## config.mk

```make
export PLATFORM = sky130hd
export DESIGN_NAME = mm_stream_sequencer
export DESIGN_NICKNAME = d
export VERILOG_FILES = /design/src/rtl/mm_stream_sequencer.sv
export SDC_FILE = /design/constraint.sdc
export NUM_CORES = 1
export LEC_CHECK = 0
export CAP_MARGIN = 10
export CORE_UTILIZATION = 48
export DETAILED_ROUTE_END_ITERATION = 6
export GPL_ROUTABILITY_DRIVEN = 0
export GPL_TIMING_DRIVEN = 0
export HOLD_SLACK_MARGIN = 0.1
export PLACE_DENSITY = 0.89
export SYNTH_ARGS = -nofsm -noshare
export SYNTH_HDL_FRONTEND = slang
export SYNTH_SLANG_ARGS = --single-unit
export TNS_END_PERCENT = 100
```

## constraint.sdc

```tcl
create_clock -name clk -period 2.5 [get_ports clk]
set_input_delay 0.375 -clock clk [delete_from_list [all_inputs] [get_ports clk]]
set_output_delay 0.375 -clock clk [all_outputs]
set_load 0.01 [all_outputs]
```

## src/rtl/mm_stream_sequencer.sv

```systemverilog
// Purpose: streams 18 operand nibbles into the 3x3 multiplier, pulses compute, reads back 9 products.
// Latency: 101 cycles from start to done with no stalls (OS_SETTLE=2); every output is a register.
// Backpressure: in_valid low stalls in LD_ACC, res_ready low holds res_data/res_idx in RD_OUT.
module mm_stream_sequencer #(
    parameter int OS_SETTLE = 2
) (
    input  logic       clk,
    input  logic       mr,
    input  logic       start,
    input  logic       in_valid,
    input  logic [3:0] in_data,
    output logic       in_ready,
    output logic       res_valid,
    output logic [9:0] res_data,
    output logic [3:0] res_idx,
    input  logic       res_ready,
    output logic       busy,
    output logic       done,
    output logic [3:0] mm_i,
    output logic       mm_ic,
    output logic [3:0] mm_os,
    output logic       mm_en,
    output logic       mm_mr,
    input  logic [9:0] mm_matrix
);

    localparam int SW = (OS_SETTLE > 1) ? $clog2(OS_SETTLE) : 1;
    localparam logic [SW-1:0] SETTLE_LAST = SW'(OS_SETTLE - 1);

    typedef enum logic [3:0] {
        S_IDLE,
        S_CLEAR,
        S_LD_ACC,
        S_LD_PULSE,
        S_LD_GAP,
        S_CP_PULSE,
        S_CP_GAP,
        S_RD_SET,
        S_RD_OUT,
        S_DONE
    } state_t;

    state_t        state, state_d;
    logic [4:0]    k, k_d, k_inc;
    logic [SW-1:0] settle, settle_d;
    logic [3:0]    mm_i_d, mm_os_d, res_idx_d;
    logic [9:0]    res_data_d;

    assign k_inc = k + 5'd1;

    // Next-state and next values of the datapath registers (element counter, settle timer, mm_i, mm_os, result).
    always_comb begin
        state_d    = state;
        k_d        = k;
        settle_d   = settle;
        mm_i_d     = mm_i;
        mm_os_d    = mm_os;
        res_data_d = res_data;
        res_idx_d  = res_idx;
        case (state)
            S_IDLE: begin
                if (start) begin
                    state_d = S_CLEAR;
                end
            end
            S_CLEAR: begin
                k_d     = 5'd0;
                state_d = S_LD_ACC;
            end
            S_LD_ACC: begin
                if (in_valid && in_ready) begin
                    mm_i_d  = in_data;
                    state_d = S_LD_PULSE;
                end
            end
            S_LD_PULSE: begin
                state_d = S_LD_GAP;
            end
            S_LD_GAP: begin
                if (k == 5'd17) begin
                    k_d     = 5'd0;
                    state_d = S_CP_PULSE;
                end else begin
                    k_d     = k_inc;
                    state_d = S_LD_ACC;
                end
            end
            S_CP_PULSE: begin
                state_d = S_CP_GAP;
            end
            S_CP_GAP: begin
                if (k == 5'd8) begin
                    k_d      = 5'd0;
                    settle_d = '0;
                    mm_os_d  = 4'd0;
                    state_d  = S_RD_SET;
                end else begin
                    k_d     = k_inc;
                    state_d = S_CP_PULSE;
                end
            end
            S_RD_SET: begin
                if (settle == SETTLE_LAST) begin
                    res_data_d = mm_matrix;
                    res_idx_d  = k[3:0];
                    state_d    = S_RD_OUT;
                end else begin
                    settle_d = settle + SW'(1);
                end
            end
            S_RD_OUT: begin
                if (res_ready) begin
                    if (k == 5'd8) begin
                        mm_os_d = 4'd0;
                        state_d = S_DONE;
                    end else begin
                        k_d      = k_inc;
                        settle_d = '0;
                        mm_os_d  = k_inc[3:0];
                        state_d  = S_RD_SET;
                    end
                end
            end
            S_DONE: begin
                state_d = S_IDLE;
            end
            default: begin
                state_d = S_IDLE;
            end
        endcase
    end

    // State and output registers; state-decoded outputs are registered from the next state so they
    // line up with it. mm_ic is registered from the current state instead: the strobe then rises one
    // cycle after mm_i is loaded and falls a cycle before mm_i may change again.
    always_ff @(posedge clk) begin
        if (!mr) begin
            state     <= S_IDLE;
            k         <= 5'd0;
            settle    <= '0;
            in_ready  <= 1'b0;
            res_valid <= 1'b0;
            res_data  <= 10'd0;
            res_idx   <= 4'd0;
            busy      <= 1'b0;
            done      <= 1'b0;
            mm_i      <= 4'd0;
            mm_ic     <= 1'b0;
            mm_os     <= 4'd0;
            mm_en     <= 1'b0;
            mm_mr     <= 1'b1;
        end else begin
            state     <= state_d;
            k         <= k_d;
            settle    <= settle_d;
            in_ready  <= (state_d == S_LD_ACC);
            res_valid <= (state_d == S_RD_OUT);
            res_data  <= res_data_d;
            res_idx   <= res_idx_d;
            busy      <= (state_d != S_IDLE);
            done      <= (state_d == S_DONE);
            mm_i      <= mm_i_d;
            mm_ic     <= (state == S_LD_PULSE) || (state == S_CP_PULSE);
            mm_os     <= mm_os_d;
            mm_en     <= (state_d != S_IDLE);
            mm_mr     <= (state_d == S_CLEAR);
        end
    end

endmodule

```

==> results of run 1 <==
[synthesized netlist by cell type, types with 2 or more instances]
master    count
and2_1        2
a21boi_0      6
clkbuf_1      7
mux2i_1      10
a21oi_1       5
o21ai_0       2
nor3_1        2
nand3_1       7
nor2b_1       9
dfxtp_1      38
and3_1        3
a21boi_1     11
nand2_1      41
buf_4         3
buf_2         3
o22ai_1       2
nor4_1        2
xnor2_1       2
inv_1         8
nor2_1       10
ha_1          3
[worst reg2reg max path: stages, from the launching register on]
cell and delay, ps:
dfxtp_1 460, ha_1 180, nor4bb_2 400, nor3_1 110
nor4_1 490, nor3_1 120, and3_1 200
[layer usage]
metal	vias up	global-route usage (%)	wire length (um)
li1	794	-	-
met3	8	7.61	293
met1	733	25.8	1660
met2	65	37.0	2110
met4	0	7.85	61
met5	-	0	0
[state kept, by name, indices dropped and copies added (netlist names), 4 cells and up]
register	count
res_idx	4
state	4
k	5
res_data	10
mm_os	4
mm_i	4
[power by group]
| part | leakage (nW) | switching, mW | internal [mW] |
|---|---|---|---|
| registers | 0.307 | 0.00785 | 0.613 |
| logic | 0.477 | 0.0524 | 0.0707 |
| clock network | 0.0472 | 0.222 | 0.222 |
[worst min-delay path by stage]
stage	slack, ps	depth (start not counted)	from	to
global placement	440	2	res_data[5]	res_data[5]
finish	460	2	res_data[6]	res_data[6]
CTS	460	2	res_data[6]	res_data[6]
detailed placement	450	2	res_data[5]	res_data[5]
floorplan	460	2	k[4]	k[4]
global route	480	2	res_data[6]	res_data[6]
[final cells by class]
cell class	count	area, um2
flip-flops and latches	38	761
well taps	46	57.6
clock buffers	6	82.6
plain buffers	14	75.1
multi-input cells	143	930
inverters	8	30.0
fillers	271	1050
repair buffers	47	470
clock inverters	2	12.5
[cells in the final DEF (no fill, tap or decap), drive strengths merged, types with 2 or more instances in the layout]
master          n
clkdlybuf4s50  47
nand2          41
dfxtp          38
a21boi         17
clkbuf         13
nor2           10
mux2i          10
nor2b           9
inv             8
nand3           8
buf             7
a21oi           6
and3            3
ha              3
and2            3
xnor2           2
nor3            2
nor4            2
o22ai           2
o21ai           2
nor4b           2
or3b            2
[per-stage QoR]
| stage | util (%) | power (mW) | instances | area (um2) |
|---|---|---|---|---|
| after floorplan | - | 0.699 | 203 | 1800 |
| after CTS | 69.7 | 1.19 | 304 | 2420 |
| final | 69.7 | 1.19 | 304 | 2420 |
| after detailed placement | 67.0 | 0.758 | 296 | 2320 |
| after global placement | 67.0 | 0.754 | 296 | 2320 |
| after global routing | 69.7 | 1.25 | 304 | 2420 |
[cells by family (layout without fill, tap and decap cells)]
group | Yosys count | in the layout | synth area share [%]
simple gates | 92 | 92 | 28.0
flops | 38 | 38 | 42.4
compound gates | 35 | 35 | 14.6
buf+inv | 22 | 77 | 5.85
mux | 10 | 10 | 5.58
fa+ha+maj | 3 | 3 | 2.09
xor+xnor | 3 | 3 | 1.46
==> summary.md, run 1 <==
| Metric | Value |
|---|---|
| Arr. time, crit path | `2240 ps` |
| Post-CTS Setup Repair Bufs | `0` |
| Die width | `63.2 um` |
| Worst-path cell chain | `ha_1 > nor4bb_2 > nor3_1 > nor4_1 > nor3_1 > and3_1` |
| Clock net sink count | `38` |
| Max H-tree Level | `2` |
| RSZ-0062 raised after global routing | `no` |
| Required @ worst endpoint | `2700 ps` |
| Number of antenna violations at the first check in global routing | `0` |
| Pins Over Slew Limit | `0` |
| Post-Place Setup Slack | `511 ps` |
| Largest net degree at the start of global routing | `13` |
| Syn avg cell area | `8.84 um2` |
| TritonCTS clock tree | `done` |
| Synthesized Nets | `225` |
| Leak | `0.831 nW` |
| Vias in the first global route | `1484` |
| CTS clk-pin slew, worst paths | `80 ps` |
| R2r setup slk | `450 ps` |
| Post-CTS sizing | `0` |
| Setup TNS | `0 ps` |
| Critical path type | `reg -> reg` |
| Via density | `5.26` |
| Post-Synthesis Cell Area | `1800 um2` |
| Critical path fanouts, max | `7` |
| GR Overflow Total | `0` |
| EDFF count, synth | `0` |
| Total CTS buffers | `5` |
| Ys flop type | `dfxtp_1` |
| Slowest-stage cell, CP | `nor4_1` |
| Pwr per Cell Area | `491 nW/um2` |
| DRT Pass-1 Iters | `4` |
| Min cycle time layout | `2050 ps` |
| Final Worst Setup Slack | `454 ps` |
| IO Port Bufs | `47` |
| Sequential area share after synthesis | `42.4%` |
| Peak Freq | `489 MHz` |
| Reg2reg end | `in_ready` |
| Post-DRT Antenna Nets | `0` |
| Core Rows | `21` |
| Min-delay worst type | `reg -> reg` |
| Slew @ Worst Pin | `538 ps` |
| Initial core utilization | `51.8%` |
| Number of cells on the critical path | `6` |
| First-pass GRT wire length | `6.87 mm` |
| DR vias | `1600` |
| Synthesized flop and latch total | `38` |
| Detailed placement HPWL | `2.94 mm` |
| Max incr delay on CP | `490 ps` |
| Peak supply drop | `0.351 mV` |
| RR Startpoint | `k[0]` |
| Mapped Cells | `203` |
| Total die area | `3990 um2` |
| Worst Setup End Kind | `flip-flop` |
| Top delay family on crit path | `simple AND/OR/NAND/NOR gates` |
| Final setup violation count | `0` |
| Hold_buf cts | `0` |
| Status | `completed` |
| Synth unique cells | `48` |
| CTS root buf | `clkbuf_8` |
| Clk buf depth | `2` |
| Worst Reg-to-Reg Cells | `6` |
| Post-route DRC | `0` |
| Initial DRC count | `96` |
| Layout area overhead | `34.7%` |
| Syn. warnings | `0` |
| Share of layout cells above drive strength 1 | `8.91%` |
| Worst hold slack | `456 ps` |
| Crit path to | `in_ready` |
| All-layer global routing usage | `22.0%` |
| Synth async-reset ratio | `0%` |
| Clk Latency, worst-skew pair | `300 ps` |
| Total wire length | `4.12 mm` |
| Io pins | `48` |
| Die height | `63.2 um` |
| Critical path origin | `k[0]` |
| Yosys top cell by area | `dfxtp_1` |
| DR WL/cell | `13.5 um` |
| Core area | `3470 um2` |
| Worst rel slew slack | `63.8%` |
| N_diodes | `0` |
| Final Hold Vio Count | `0` |
| Clock skew | `6.98 ps` |
| Maxcap violations | `0` |
| Worst path most repeated cell | `nor3_1` |
| Layout net count | `279` |
| Share of the synthesized area in the top cell type | `42.4%` |
| Startpoint Class | `flip-flop` |
| Worst Path Buf+Inv | `0` |
| Final period util | `81.9%` |
| Synth area leaders | `dfxtp_1, nand2_1, mux2i_1, a21boi_1, nor2b_1` |
Note: power is estimated with default switching activity, not from simulation.
==> run 2, diff against run 1 <==
==> constraint.sdc (replaced) <==
create_clock -name clk -period 1.9 [get_ports clk]
set_input_delay 0.285 -clock clk [delete_from_list [all_inputs] [get_ports clk]]
set_output_delay 0.285 -clock clk [all_outputs]
set_load 0.01 [all_outputs]
==> summary.md, run 2 (synthesis gave the netlist of run 1 again) <==
| Metric | Value |
|---|---|
| Pins Over Slew Limit | `0 (unchanged)` |
| Final setup violation count | `0 (unchanged)` |
| Largest net degree at the start of global routing | `13 (unchanged)` |
| Top flop regs | `res_data x10, k x5` |
| Worst Setup End Kind | `flip-flop` |
| Sequential Power Share | `52.1% (-0.2 points)` |
| Io pins | `48 (unchanged)` |
| Leak | `0.849 nW (+2.1%)` |
| Core area | `3470 um2 (unchanged)` |
| DR WL/cell | `14.1 um (+4.2%)` |
| Final Hold Vio Count | `0 (unchanged)` |
| Initial DRC count | `108 (+13%)` |
| Peak Freq | `541 MHz (+11%)` |
| Final Power | `1.57 mW (+32%)` |
| Critical path type | `reg -> reg` |
| Fillers | `263 (-3.0%)` |
| Pwr per Cell Area | `633 nW/um2 (+29%)` |
| Arr. time, crit path | `2030 ps (-210 ps)` |
| CTS clk-pin slew, worst paths | `80 ps (about the same)` |
| Detailed placement HPWL | `2.94 mm (unchanged)` |
| Core Rows | `21 (unchanged)` |
| Total CTS buffers | `5 (unchanged)` |
| Most flops, register | `res_data` |
| Clk Latency, worst-skew pair | `300 ps (about the same)` |
| Max incr delay on CP | `540 ps (+50 ps)` |
| Vias in the first global route | `1504 (+1.3%)` |
| Required @ worst endpoint | `2080 ps (-620 ps)` |
| Logic gate share of total power | `10.8% (+0.4 points)` |
| Worst Path Buf+Inv | `1 (+1)` |
| Commonest non-fill, non-tap cells in the layout | `clkdlybuf4s50_1, nand2_1, dfxtp_1` |
| IO Port Bufs | `47 (unchanged)` |
| Commonest non-fill, non-tap cell in the layout | `clkdlybuf4s50_1` |
| P_int | `1.19 mW (+32%)` |
| Die width | `63.2 um (unchanged)` |
| Status | `completed` |
| Slowest-stage cell, CP | `dfxtp_1` |
| N_diodes | `0 (unchanged)` |
| Net switching power | `378 uW (+34%)` |
| Peak supply drop | `0.464 mV (+32%)` |
| TritonCTS clock tree | `done` |
| Top delay family on crit path | `compound AO/OA/AOI/OAI gates` |
| CTS root buf | `clkbuf_8` |
| Slew @ Worst Pin | `496 ps (-42.7 ps)` |
| Share of layout cells above drive strength 1 | `13.5% (+4.6 points)` |
| RSZ-0062 raised after global routing | `yes` |
| Clock Power Share | `37.2% (-0.2 points)` |
| GR Overflow Total | `0 (unchanged)` |
| Total die area | `3990 um2 (unchanged)` |
| Critical path fanouts, max | `10 (+3)` |
| Number of antenna violations at the first check in global routing | `0 (unchanged)` |
| First-pass GRT wire length | `6.98 mm (+1.6%)` |
| Clk buf depth | `2 (unchanged)` |
| Worst rel slew slack | `66.9% (+3.2 points)` |
| Sw Share | `24.0% (+0.26 points)` |
| Layout net count | `280 (+0.36%)` |
| Layout area overhead | `38.3%` |
| Multi-input gate area | `978 um2 (+5.2%)` |
| DR vias | `1620 (+1.3%)` |
| Clock skew | `5.49 ps (-1.49 ps)` |
| Final Worst Setup Slack | `50.8 ps (-403 ps)` |
| Sequential cell area | `764 um2 (+0.49%)` |
| Post-DRT Antenna Nets | `0 (unchanged)` |
| Total wire length | `4.31 mm (+4.6%)` |
| DRT Pass-1 Iters | `4 (unchanged)` |
| Initial core utilization | `51.8% (unchanged)` |
| Maxcap violations | `0 (unchanged)` |
| Via density | `5.31 (+0.92%)` |
| Post-Place Setup Slack | `-88.3 ps (-599 ps)` |
| Die height | `63.2 um (unchanged)` |
| Clock net sink count | `38 (unchanged)` |
| Final period util | `97.3% (+15 points)` |
| Startpoint Class | `flip-flop` |
| Min-delay worst type | `reg -> reg` |
| Largest register FFs | `10 (unchanged)` |
| Post-route DRC | `0 (unchanged)` |
| Min cycle time layout | `1850 ps (-197 ps)` |
| All-layer global routing usage | `22.3% (+0.31 points)` |
| Max H-tree Level | `2 (unchanged)` |
| Worst-path cell chain | `buf_6 > nand2_1 > a22o_1 > a211o_1 > o41a_1` |
-- run 2: cell count changes in the layout (fill, tap and decap cells not counted), sizes merged --
| cell | previous run | this run |
|---|---|---|
| clkbuf | 13 | 14 |
-- run 2: area by class of cell --
type | count | area share [%]
sequential | 38 | 30.8
buffer | 14 | 3.22
tap | 46 | 2.32
timing repair buffer | 48 | 19.2
clock inverter | 2 | 0.504
clock buffer | 6 | 3.32
multi-input combinational | 143 | 39.4
inverter | 8 | 1.21
-- run 2: metal layers --
metal | wire, um | global-route usage (%)
met5 | 0 | 0
met2 | 2130 | 37.4
met1 | 1800 | 26.0
met4 | 92 | 8.43
met3 | 282 | 7.79
-- run 2: repair_timing --
item                                    in CTS  in global routing
endpoints found under the setup margin       6                 23
endpoints found under the hold margin        0                  0
pin swaps                                    0                  3
buffers inserted                             0                  1
resized for setup                            2                 13
hold buffers                                 0                  0
-- run 2: per-stage QoR --
stage	hold slack (ps)	util (%)	area [um2]	setup TNS, ps	instances
global placement	440	67.0	2320	-123	296
global route	480	71.6	2480	-33.1	305
CTS	459	69.9	2430	-145	304
detailed placement	447	67.0	2320	-170	296
floorplan	420	-	1800	0	203
finish	456	71.6	2480	0	305
-- run 2: power groups by stage --
stage	registers (mW)	clock network (mW)	logic, mW
floorplan	0.836	0	0.0831
global placement	0.835	0	0.158
global route	0.820	0.643	0.183
detailed placement	0.835	0	0.162
CTS	0.817	0.592	0.163
finish	0.819	0.584	0.169
-- run 2: worst paths after layout --
| check | from | to | slack, ps | cells after the start |
|---|---|---|---|---|
| setup / recovery | state[0] | mm_en | 50 | 5 |
| hold reg to reg | res_data[6] | res_data[6] | 460 | 2 |
| setup reg to reg | state[0] | mm_en | 50 | 5 |
| hold / removal | res_data[6] | res_data[6] | 460 | 2 |
-- run 2: worst reg2reg max path: stages (launching register included) --
cell and delay, ps:
dfxtp_1 540, buf_6 220, nand2_1 80, a22o_1 180, a211o_1 320, o41a_1 400
==> run 3, diff against run 2 <==
--- a/config.mk
+++ b/config.mk
@@ -6,12 +6,14 @@
 export NUM_CORES = 1
 export LEC_CHECK = 0
 export CAP_MARGIN = 10
+export CORE_MARGIN = 5
 export CORE_UTILIZATION = 48
 export DETAILED_ROUTE_END_ITERATION = 6
 export GPL_ROUTABILITY_DRIVEN = 0
 export GPL_TIMING_DRIVEN = 0
 export HOLD_SLACK_MARGIN = 0.1
 export PLACE_DENSITY = 0.89
+export SLEW_MARGIN = 10
 export SYNTH_ARGS = -nofsm -noshare
 export SYNTH_HDL_FRONTEND = slang
 export SYNTH_SLANG_ARGS = --single-unit
==> summary.md, run 3 (synthesis gave the netlist of run 1 again) <==
| Metric | Value |
|---|---|
| Arr. time, crit path | `1990 ps (-40 ps)` |
| Fillers | `292 (+11%)` |
| Leak | `0.865 nW (+1.9%)` |
| Clk Latency, worst-skew pair | `290 ps (about the same)` |
| DR vias | `1611 (-0.56%)` |
| Io pins | `48 (unchanged)` |
| Post-DRT Antenna Nets | `0 (unchanged)` |
| DP Area | `2330 um2 (+0.11%)` |
| Top delay family on crit path | `compound AO/OA/AOI/OAI gates` |
| Core Util, Final | `68.9% (-2.7 points)` |
| Peak Freq | `548 MHz (+1.4%)` |
| First-pass GRT wire length | `6.87 mm (-1.6%)` |
| Final period util | `96.0% (-1.3 points)` |
| Slowest-stage cell, CP | `o41a_1` |
| Initial DRC count | `111 (+2.8%)` |
| Initial core utilization | `49.4% (-2.4 points)` |
| Final setup violation count | `0 (unchanged)` |
| Critical path type | `reg -> reg` |
| Total CTS buffers | `5 (unchanged)` |
| RR Startpoint | `k[1]` |
| Post-Place Setup Slack | `-64.4 ps (+24.0 ps)` |
| Max H-tree Level | `2 (unchanged)` |
| Number of cells on the critical path | `6 (+1)` |
| Core area | `3630 um2 (+4.8%)` |
| Via density | `5.20 (-2.2%)` |
| Critical path origin | `k[1]` |
| Number of antenna violations at the first check in global routing | `0 (unchanged)` |
| Layout area overhead | `39.5%` |
| Post-route DRC | `0 (unchanged)` |
| Detailed placement HPWL | `3.03 mm (+3.1%)` |
| DRT Pass-1 Iters | `4 (unchanged)` |
| All-layer global routing usage | `17.0% (-5.3 points)` |
| Hold_buf cts | `0 (unchanged)` |
| Clk buf depth | `2 (unchanged)` |
| Status | `completed` |
| Pwr per Cell Area | `619 nW/um2 (-2.3%)` |
| Clock skew | `3.48 ps (-2.01 ps)` |
| Most flops, register | `res_data` |
| IO Port Bufs | `47 (unchanged)` |
| Layout net count | `283 (+1.1%)` |
| Min cycle time layout | `1820 ps (-25.5 ps)` |
| Total wire length | `4.30 mm (about the same)` |
| GR Overflow Total | `0 (unchanged)` |
| Worst Reg-to-Reg Cells | `6 (+1)` |
| Startpoint Class | `flip-flop` |
| Total die area | `5060 um2 (+27%)` |
| Share of layout cells above drive strength 1 | `14.5% (+0.99 points)` |
| Min-delay worst type | `reg -> reg` |
| Clock net sink count | `38 (unchanged)` |
| Cell area after layout | `2500 um2 (+0.86%)` |
| Worst-path cell chain | `inv_2 > ha_1 > nor4bb_4 > a22o_1 > a211o_1 > o41a_1` |
| Pins Over Slew Limit | `0 (unchanged)` |
| R2r setup slk | `80 ps (+30 ps)` |
| CTS clk-pin slew, worst paths | `70 ps (about the same)` |
| TritonCTS clock tree | `done` |
| Reg2reg end | `mm_en` |
| Worst Setup End Kind | `flip-flop` |
| Die width | `71.2 um (+13%)` |
| Die height | `71.2 um (+13%)` |
| Largest register FFs | `10 (unchanged)` |
| N_diodes | `0 (unchanged)` |
| Final Hold Vio Count | `0 (unchanged)` |
| Final Worst Setup Slack | `76.4 ps (+25.5 ps)` |
| CTS root buf | `clkbuf_8` |
| Slew @ Worst Pin | `455 ps (-41.1 ps)` |
| Worst hold slack | `456 ps (+0.0250 ps)` |
| Commonest non-fill, non-tap cells in the layout | `clkdlybuf4s50_1, nand2_1, dfxtp_1` |
| Vias in the first global route | `1548 (+2.9%)` |
| Peak supply drop | `0.454 mV (-2.1%)` |
| Worst rel slew slack | `69.7% (+2.7 points)` |
| Maxcap violations | `0 (unchanged)` |
| Critical path fanouts, max | `5 (-5)` |
| Worst Path Buf+Inv | `1 (unchanged)` |
| Top flop regs | `res_data x10, k x5` |
| Required @ worst endpoint | `2070 ps (about the same)` |
| Core Rows | `22 (+4.8%)` |
| Largest net degree at the start of global routing | `12 (-1)` |
| Max incr delay on CP | `390 ps (-150 ps)` |
| Commonest non-fill, non-tap cell in the layout | `clkdlybuf4s50_1` |
| DR WL/cell | `13.9 um (-1.7%)` |
| Crit path to | `mm_en` |
## run 3: changes by cell type in the layout (fill, tap and decap cells not counted), sizes merged
| cell | delta |
|---|---|
| buf | +3 |
| clkbuf | +1 |
| clkinvlp | -1 |
## run 3: cell type report
| cell class | count | area (um2) | share of cell area, % |
|---|---|---|---|
| well taps | 48 | 60.1 | 2.40 |
| inverters | 8 | 30.0 | 1.20 |
| clock buffers | 7 | 86.3 | 3.45 |
| repair buffers | 51 | 500 | 20.0 |
| multi-input cells | 143 | 977 | 39.0 |
| flip-flops and latches | 38 | 766 | 30.6 |
| clock inverters | 1 | 5.00 | 0.200 |
| plain buffers | 14 | 80.1 | 3.20 |
## run 3: layer usage
metal  GRT usage, %  vias to the layer above  wire [um]
met4           7.93                        0         70
met1           19.6                      730       1730
met3           6.82                        7        436
li1               -                      806          -
met5              0                        -          0
met2           27.6                       68       2060
## run 3: where the power goes
part,switching [mW],leakage [nW],internal (mW)
sequential,0.00991,0.308,0.805
combinational,0.0716,0.508,0.0975
clock,0.272,0.0482,0.293
## run 3: tightest hold or removal path: stages, from the launching register on
cell and delay (ps):
dfxtp_1 310, nand2_1 50, a21boi_1 50
## run 3: worst min-delay path by stage
stage | to | slack (ps) | startpoint | cells after the start
after floorplan | res_data[0] | 420 | mm_matrix[0] | 2
after global placement | res_data[8] | 440 | res_data[8] | 2
after detailed placement | res_data[4] | 450 | res_data[4] | 2
after CTS | res_data[4] | 460 | res_data[4] | 2
after global routing | res_data[6] | 480 | res_data[6] | 2
final | res_data[4] | 460 | res_data[4] | 2
## run 3: stage by stage
stage | TNS [ps] | power [mW] | cells
final | 0 | 1.55 | 310
after global routing | -4.51 | 1.61 | 310
after CTS | -178 | 1.56 | 306
after detailed placement | -166 | 0.996 | 298
after global placement | -150 | 0.993 | 298
after floorplan | 0 | 0.920 | 203
## run 3: repair_timing
item | 4_1_cts | 5_1_grt
cloned | 0 | 0
gates resized for setup | 2 | 15
endpoints found under the setup margin | 5 | 22
buffers inserted | 0 | 4
pin swaps | 0 | 5
